--- src/rtl/jtkiwi_shr_pkg.sv ---
// rtl/jtkiwi_shr_pkg.sv - shared types and defaults for the sub-CPU shared RAM port
package jtkiwi_shr_pkg;

  typedef enum logic [1:0] {
    ST_IDLE = 2'd0,
    ST_RD   = 2'd1,
    ST_HOLD = 2'd2
  } shr_state_t;

  localparam logic [2:0] WIN_DEF = 3'b110;

endpackage

--- src/rtl/jtkiwi_rstsync.sv ---
// rtl/jtkiwi_rstsync.sv - two-flop synchroniser with asynchronous active-low clear
module jtkiwi_rstsync (
  input  logic clk,
  input  logic rst_n,
  input  logic din,
  output logic dout
);

  logic meta_q, sync_q;

  always_ff @(posedge clk or negedge rst_n) begin
    if (!rst_n) begin
      meta_q <= 1'b0;
      sync_q <= 1'b0;
    end else begin
      meta_q <= din;
      sync_q <= meta_q;
    end
  end

  assign dout = sync_q;

endmodule

--- src/rtl/jtkiwi_shr_port.sv ---
// rtl/jtkiwi_shr_port.sv - sub Z80 access port onto the shared RAM's second port
module jtkiwi_shr_port
  import jtkiwi_shr_pkg::*;
#(
  parameter logic [2:0] WIN = WIN_DEF,
  parameter int         AW  = 13
) (
  input  logic          clk,
  input  logic          rst_n,
  input  logic          cen,
  input  logic          snd_rstn,
  output logic          sub_rst_n,
  input  logic [15:0]   sub_addr,
  input  logic [7:0]    sub_dout,
  input  logic          sub_mreq_n,
  input  logic          sub_rd_n,
  input  logic          sub_wr_n,
  input  logic          sub_rfsh_n,
  output logic          sub_ram_cs,
  output logic [7:0]    sub_din,
  output logic          dev_busy,
  output logic [AW-1:0] shr_addr,
  output logic [7:0]    shr_din,
  output logic          shr_we,
  input  logic [7:0]    shr_dout
);

  shr_state_t    state_q, state_d;
  logic [AW-1:0] shr_addr_q, shr_addr_d;
  logic [7:0]    shr_din_q, shr_din_d;
  logic          shr_we_q, shr_we_d;
  logic [7:0]    sub_din_q, sub_din_d;
  logic          sub_ram_cs_q, sub_ram_cs_d;
  logic          win_hit, sel;

  jtkiwi_rstsync u_rstsync (
    .clk   (clk),
    .rst_n (rst_n),
    .din   (snd_rstn),
    .dout  (sub_rst_n)
  );

  assign win_hit      = !sub_mreq_n && sub_rfsh_n && (sub_addr[15:13] == WIN);
  assign sel          = win_hit && (!sub_rd_n || !sub_wr_n) && sub_rst_n;
  assign sub_ram_cs_d = win_hit;

  always_comb begin
    state_d    = state_q;
    shr_addr_d = shr_addr_q;
    shr_din_d  = shr_din_q;
    shr_we_d   = 1'b0;
    sub_din_d  = sub_din_q;
    if (!sub_rst_n) begin
      state_d = ST_IDLE;
    end else begin
      case (state_q)
        ST_IDLE: begin
          if (cen && sel) begin
            shr_addr_d = sub_addr[AW-1:0];
            // a simultaneous rd/wr strobe is treated as a write
            if (!sub_wr_n) begin
              shr_din_d = sub_dout;
              shr_we_d  = 1'b1;
              state_d   = ST_HOLD;
            end else begin
              state_d = ST_RD;
            end
          end
        end
        ST_RD: begin
          sub_din_d = shr_dout;
          state_d   = ST_HOLD;
        end
        ST_HOLD: begin
          if (sub_mreq_n || (sub_rd_n && sub_wr_n)) state_d = ST_IDLE;
        end
        default: state_d = ST_IDLE;
      endcase
    end
  end

  always_ff @(posedge clk or negedge rst_n) begin
    if (!rst_n) begin
      state_q      <= ST_IDLE;
      shr_addr_q   <= '0;
      shr_din_q    <= 8'h00;
      shr_we_q     <= 1'b0;
      sub_din_q    <= 8'hFF;
      sub_ram_cs_q <= 1'b0;
    end else begin
      state_q      <= state_d;
      shr_addr_q   <= shr_addr_d;
      shr_din_q    <= shr_din_d;
      shr_we_q     <= shr_we_d;
      sub_din_q    <= sub_din_d;
      sub_ram_cs_q <= sub_ram_cs_d;
    end
  end

  // combinational so the CPU stalls in the very cycle it asks for a read
  assign dev_busy   = (state_q == ST_IDLE && sel && sub_wr_n) ||
                      (state_q == ST_RD && sub_rst_n);
  assign shr_addr   = shr_addr_q;
  assign shr_din    = shr_din_q;
  assign shr_we     = shr_we_q;
  assign sub_din    = sub_din_q;
  assign sub_ram_cs = sub_ram_cs_q;

endmodule

--- config.mk ---
export PLATFORM = sky130hd
export DESIGN_NAME = jtkiwi_shr_port
export DESIGN_NICKNAME = d
export VERILOG_FILES = /design/src/rtl/jtkiwi_shr_pkg.sv /design/src/rtl/jtkiwi_rstsync.sv /design/src/rtl/jtkiwi_shr_port.sv
export SDC_FILE = /design/constraint.sdc
export NUM_CORES = 1
export LEC_CHECK = 0
export BUFFER_PORTS_ARGS = -buffer_cell sky130_fd_sc_hd__buf_2
export CORE_ASPECT_RATIO = 0.6
export CORE_UTILIZATION = 40
export CTS_CLUSTER_SIZE = 25
export DETAILED_ROUTE_END_ITERATION = 8
export PLACE_DENSITY = 0.71
export SLEW_MARGIN = 10
export SYNTH_ARGS = -nofsm -noshare
export SYNTH_HDL_FRONTEND = slang
export SYNTH_SLANG_ARGS = --single-unit
--- constraint.sdc ---
create_clock -name clk -period 2.2 [get_ports clk]
set_input_delay 0.44 -clock clk [delete_from_list [all_inputs] [get_ports clk]]
set_output_delay 0.44 -clock clk [all_outputs]
set_load 0.05 [all_outputs]
==> qor.txt, run 1 <==
result of the run: completed
CORE AREA: 3300 um^2
Mapped Cells: 85
max_cap viols: 0
post-synthesis sequential area ratio: 63.3%
largest net degree at the start of global routing: 36
layout net count: 206
DP Area: 1840 um^2
io pins: 73
Mapped Nets: 125
dpl ws: 291 ps
TritonCTS Buffers: 5
Residual DRC: 0
H-tree depth: 2
FP Rows: 16
asr flop ratio synth: 100%
fraction of layout cells with a size suffix above 1: 72.5%
Layout fillers: 270
area growth from synthesis to layout: 39.7%
Post-synth top flop: dfrtp_1
Max clock buf depth: 2
Vias: 1006
synthesized area per cell: 16.5 um^2
design area: 1950 um^2
DR iter-0 viols: 22
Placed Instances: 204
share of the synthesized area in the top cell type: 48.3%
Setup TNS: 0 ps
post-route ant nets: 0
clk sinks: 35
period utilization: 96.9%
initial antenna violation count: 0
Post-synth EDFFs: 0
post-synthesis register bit count: 35
Hold Vio Cnt, Final: 0
WL final: 2750 um
Yosys cell types: 20
worst rel slew slack: 52.6%
I/O Buffers: 72
Startpoint Class: flop
WL/cell: 13.0 um
Critical Path RT: 1760 ps
GRT Total Usage: 15.5%
detailed placer's ending HPWL: 2140 um
synth warn: 0
Via density: 4.75
n_diodes: 0
area leader, netlist: dfrtp_1
CTS root buffer: clkbuf_8
Worst Hold Class: input port to async pin
Max Clock Skew: 11.0 ps
CP endpoint kind: primary output
First-pass DRT Iterations: 4
crit-path max FO: 5
Fmax: 469 MHz
largest cells by area after synthesis: dfrtp_1, mux2_2, dfstp_2
synthesized area: 1400 um^2
Leakage: 1.03 nW
Non-Filler Instances: 212
die width: 78.3 um
Critical Path AT: 1690 ps
Worst Setup Path Type: flop to primary output
RSZ-0062 raised after global routing: no
top-count cell post-synth: dfrtp_1
TritonCTS clock tree: yes
Reg clk slew, reported paths: 70 ps
Final Setup Violations: 0
die area: 3750 um^2
GRT Residual Overflow: 0
worst hold-check slack: 204 ps
global-route wire length before repair: 4150 um
Slew Viols, Final: 0
Final min period: 2130 ps
Post-CTS Setup Inserts: 0
Worst-Margin Slew: 710 ps
routability cong.: 0.641
final worst slack: 69.0 ps
maximum vdd drop: 347 uV
commonest cells in the synthesized netlist: dfrtp_1, mux2_2, dfstp_2
vias in the first global route: 936
Die H: 47.8 um
Initial Util: 42.3%
Power Density: 762 nW/um^2
clock latency on the worst-skew pair: 280 ps
final timing paths:
check                                 startpoint          endpoint  slack [ps]  depth (start not counted)
max in group asynchronous                  rst_n        sub_ram_cs        1530                          1
worst min register to register  u_rstsync.meta_q    u_rstsync.dout         360                          0
worst min-delay path                       rst_n        shr_din[6]         200                          1
worst max-delay path                  state_q[1]          dev_busy          70                          4
min in group clk                        snd_rstn  u_rstsync.meta_q         260                          1
worst max register to register        state_q[1]       shr_addr[3]         480                          4
repair_timing:
action	in CTS	in global routing
gates resized for setup	0	2
setup endpoints to repair	0	1
hold buffers	0	0
flip-flops by register name, indices dropped and copies added (netlist names):
name,cells
shr_addr,13
shr_din,8
sub_din,8
state_q,2
shr_we,1
sub_ram_cs,1
u_rstsync.dout,1
u_rstsync.meta_q,1
where the power goes:
part,leakage (nW),switching [W],total (W),internal (W)
Clock,0.0514,0.000218,0.000556,0.000338
Combinational,0.530,0.000164,0.000237,0.0000734
Sequential,0.452,0.0000155,0.000697,0.000681
cell type report:
cell class | instances | area (um^2) | area share (%)
timing repair buffer | 75 | 385 | 19.7
sequential | 35 | 886 | 45.3
multi-input combinational | 49 | 517 | 26.4
clock inverter | 2 | 37.5 | 1.92
tap | 45 | 56.3 | 2.88
clock buffer | 6 | 72.6 | 3.71
worst max-delay path, stage by stage (launching register included):
cell and delay, ps:
dfrtp_1 420, nand4bb_4 290, or2_2 360, o21ai_4 120
buf_4 210
metrics by stage:
step	power (W)	util [%]
2_1_floorplan	0.000860	-
3_3_place_gp	0.000942	55.8
3_5_place_dp	0.000948	55.8
4_1_cts	0.00151	59.1
5_1_grt	0.00156	59.2
6_report	0.00149	59.2
placed cells by master, fill, tap and decap left out:
| master | count |
|---|---|
| buf_2 | 71 |
| dfrtp_1 | 27 |
| mux2_2 | 26 |
| dfstp_2 | 8 |
| clkbuf_8 | 5 |
| nand2_1 | 4 |
| buf_4 | 4 |
| mux2_1 | 3 |
| nand2b_1 | 2 |
| nand4bb_1 | 2 |
| nor3_1 | 1 |
| nand4bb_4 | 1 |
| or2_2 | 1 |
| nor2b_1 | 1 |
| o21ai_4 | 1 |
| nor4_4 | 1 |
| nor4b_4 | 1 |
| nor2_1 | 1 |
| a2111oi_0 | 1 |
| or4_1 | 1 |
| a31oi_1 | 1 |
| a21boi_0 | 1 |
| clkbuf_1 | 1 |
| clkinvlp_4 | 1 |
| bufinv_16 | 1 |
logic make-up after synthesis:
kind of cell	after synthesis	synth area share, %
AOI/OAI and AO/OA	4	1.97
buffers and inverters	1	0.537
and+or+nand+nor	16	10.8
DFF	35	63.3
muxes	29	23.3
layer usage:
metal	vias to the layer above	wire length [um]	track usage [%]	part of all wire (%)
met4	0	62	8.52	2.3
met1	487	1180	19.4	43
li1	472	-	-	-
met3	8	145	4.95	5.3
met2	39	1360	25.3	49
met5	-	0	0	0
(Power assumes the default switching activity.)
==> inputs of run 2 (changes only) <==
- BUFFER_PORTS_ARGS: -buffer_cell sky130_fd_sc_hd__buf_2 -> -buffer_cell sky130_fd_sc_hd__buf_4
==> run 2 against run 1 <==
Against the previous run: register-to-register slack barely moved; via count rose by 0.30%; first-iteration DRC count did not move; count of clock-buffer cells in the layout did not move; utilization rose by 5.6 points; clock power rose by 4.5%; global-route usage rose by 0.47 points; combinational power rose by 16%; maximum frequency rose by 0.50%; critical path depth did not move; sequential power barely moved.
==> qor.txt, run 2 (synthesis gave the netlist of run 1 again) <==
I/O Buffers: 72
Hold Vio Cnt, Final: 0
Reg power frac: 44.9%
GRT Residual Overflow: 0
Max clock buf depth: 2
detailed placer's ending HPWL: 2250 um
RSZ-0062 raised after global routing: no
Residual DRC: 0
routability cong.: 0.788
Hold-fix buffers, CTS: 0
Worst Hold Class: input port to async pin
worst hold-check slack: 86.5 ps
period utilization: 96.4%
Post-CTS Setup Inserts: 0
Largest register FFs: 13
commonest non-fill, non-tap cell in the layout: buf_4
layout net count: 206
WL/cell: 13.4 um
Worst Setup Path Type: flop to primary output
post-route ant nets: 0
Final Setup Violations: 0
Startpoint Class: flop
initial antenna violation count: 0
Slew Viols, Final: 0
Setup TNS: 0 ps
CORE AREA: 3300 um^2
Comb power frac: 17.8%
Die H: 47.8 um
FP Rows: 16
design area: 2140 um^2
worst rel slew slack: 71.0%
Via density: 4.76
Leakage: 1.08 nW
WL final: 2850 um
Pint: 0.00116 W
maximum vdd drop: 409 uV
clk sinks: 35
fraction of layout cells with a size suffix above 1: 73.1%
DP Area: 2020 um^2
die width: 78.3 um
result of the run: completed
Final min period: 2120 ps
DR iter-0 viols: 22
TritonCTS clock tree: yes
Worst-Margin Slew: 434 ps
crit-path max FO: 5
Vias: 1009
switch share: 25.5%
Reg clk slew, reported paths: 70 ps
most frequent cells in the layout: buf_4, dfrtp_1, mux2_2, dfstp_2, clkbuf_8
clock latency on the worst-skew pair: 280 ps
fin util: 64.8%
io pins: 73
largest net degree at the start of global routing: 36
Layout fillers: 261
TritonCTS Buffers: 5
max_cap viols: 0
Power Density: 727 nW/um^2
n_diodes: 0
H-tree depth: 2
Fmax: 472 MHz
number of gates resized after CTS: 0
GRT Total Usage: 16.0%
Critical Path RT: 1760 ps
Max Clock Skew: 9.85 ps
First-pass DRT Iterations: 2
clock share of power: 37.3%
area growth from synthesis to layout: 53.0%
global-route wire length before repair: 4220 um
CP endpoint kind: primary output
switching pwr: 0.000397 W
die area: 3750 um^2
vias in the first global route: 965
CTS root buffer: clkbuf_8
Critical Path AT: 1680 ps
Initial Util: 42.3%
==> run 2: changes by cell type in the layout (fill, tap and decap cells not counted), sizes merged <==
cell,previous run,this run
clkinvlp,1,0
clkinv,0,1
==> run 2: final cells by class <==
cell class	count	area [um^2]	share of cell area, %
clock buffers	6	82.6	3.86
clock inverters	2	35.0	1.64
multi-input cells	49	517	24.2
well taps	45	56.3	2.63
repair buffers	75	563	26.3
flip-flops and latches	35	886	41.4
==> run 2: per-stage QoR <==
step / cells / power (W) / setup WS, ps
6_report: 212 / 0.00156 / 79.7
4_1_cts: 212 / 0.00158 / 64.1
3_3_place_gp: 204 / 0.000983 / 336
2_1_floorplan: 85 / 0.000860 / 88.1
5_1_grt: 212 / 0.00161 / 21.2
3_5_place_dp: 204 / 0.000989 / 294
==> run 2: worst max-delay path: stages (launching register included) <==
cell       delay, ps
dfrtp_1          430
nand4bb_4        290
or2_2            360
o21ai_4          120
buf_4            210
==> run 2: power groups by stage <==
| stage | clock [W] | combinational, W | sequential, W |
|---|---|---|---|
| final | 0.000581 | 0.000276 | 0.000698 |
| after global routing | 0.000620 | 0.000291 | 0.000702 |
| after CTS | 0.000603 | 0.000279 | 0.000699 |
| after detailed placement | 0 | 0.000279 | 0.000710 |
| after global placement | 0 | 0.000274 | 0.000708 |
| after floorplan | 0 | 0.0000393 | 0.000820 |
==> run 2: per-layer routing <==
| layer | vias to the layer above | GRT usage [%] | routed length, um |
|---|---|---|---|
| li1 | 467 | - | - |
| met1 | 505 | 18.8 | 1220 |
| met2 | 30 | 26.7 | 1400 |
| met3 | 7 | 6.67 | 177 |
| met4 | 0 | 7.78 | 53 |
| met5 | - | 0 | 0 |
==> run 2: path summary, 6_finish.rpt <==
| path | endpoint | startpoint | slack (ps) | cells past startpoint |
|---|---|---|---|---|
| worst max-delay path | dev_busy | state_q[1] | 80 | 4 |
| worst min-delay path | shr_din[6] | rst_n | 90 | 1 |
| worst max register to register | shr_addr[6] | state_q[1] | 480 | 4 |
| worst min register to register | u_rstsync.dout | u_rstsync.meta_q | 360 | 0 |
| max in group asynchronous | sub_din[5] | rst_n | 1770 | 1 |
| min in group clk | u_rstsync.meta_q | snd_rstn | 260 | 1 |
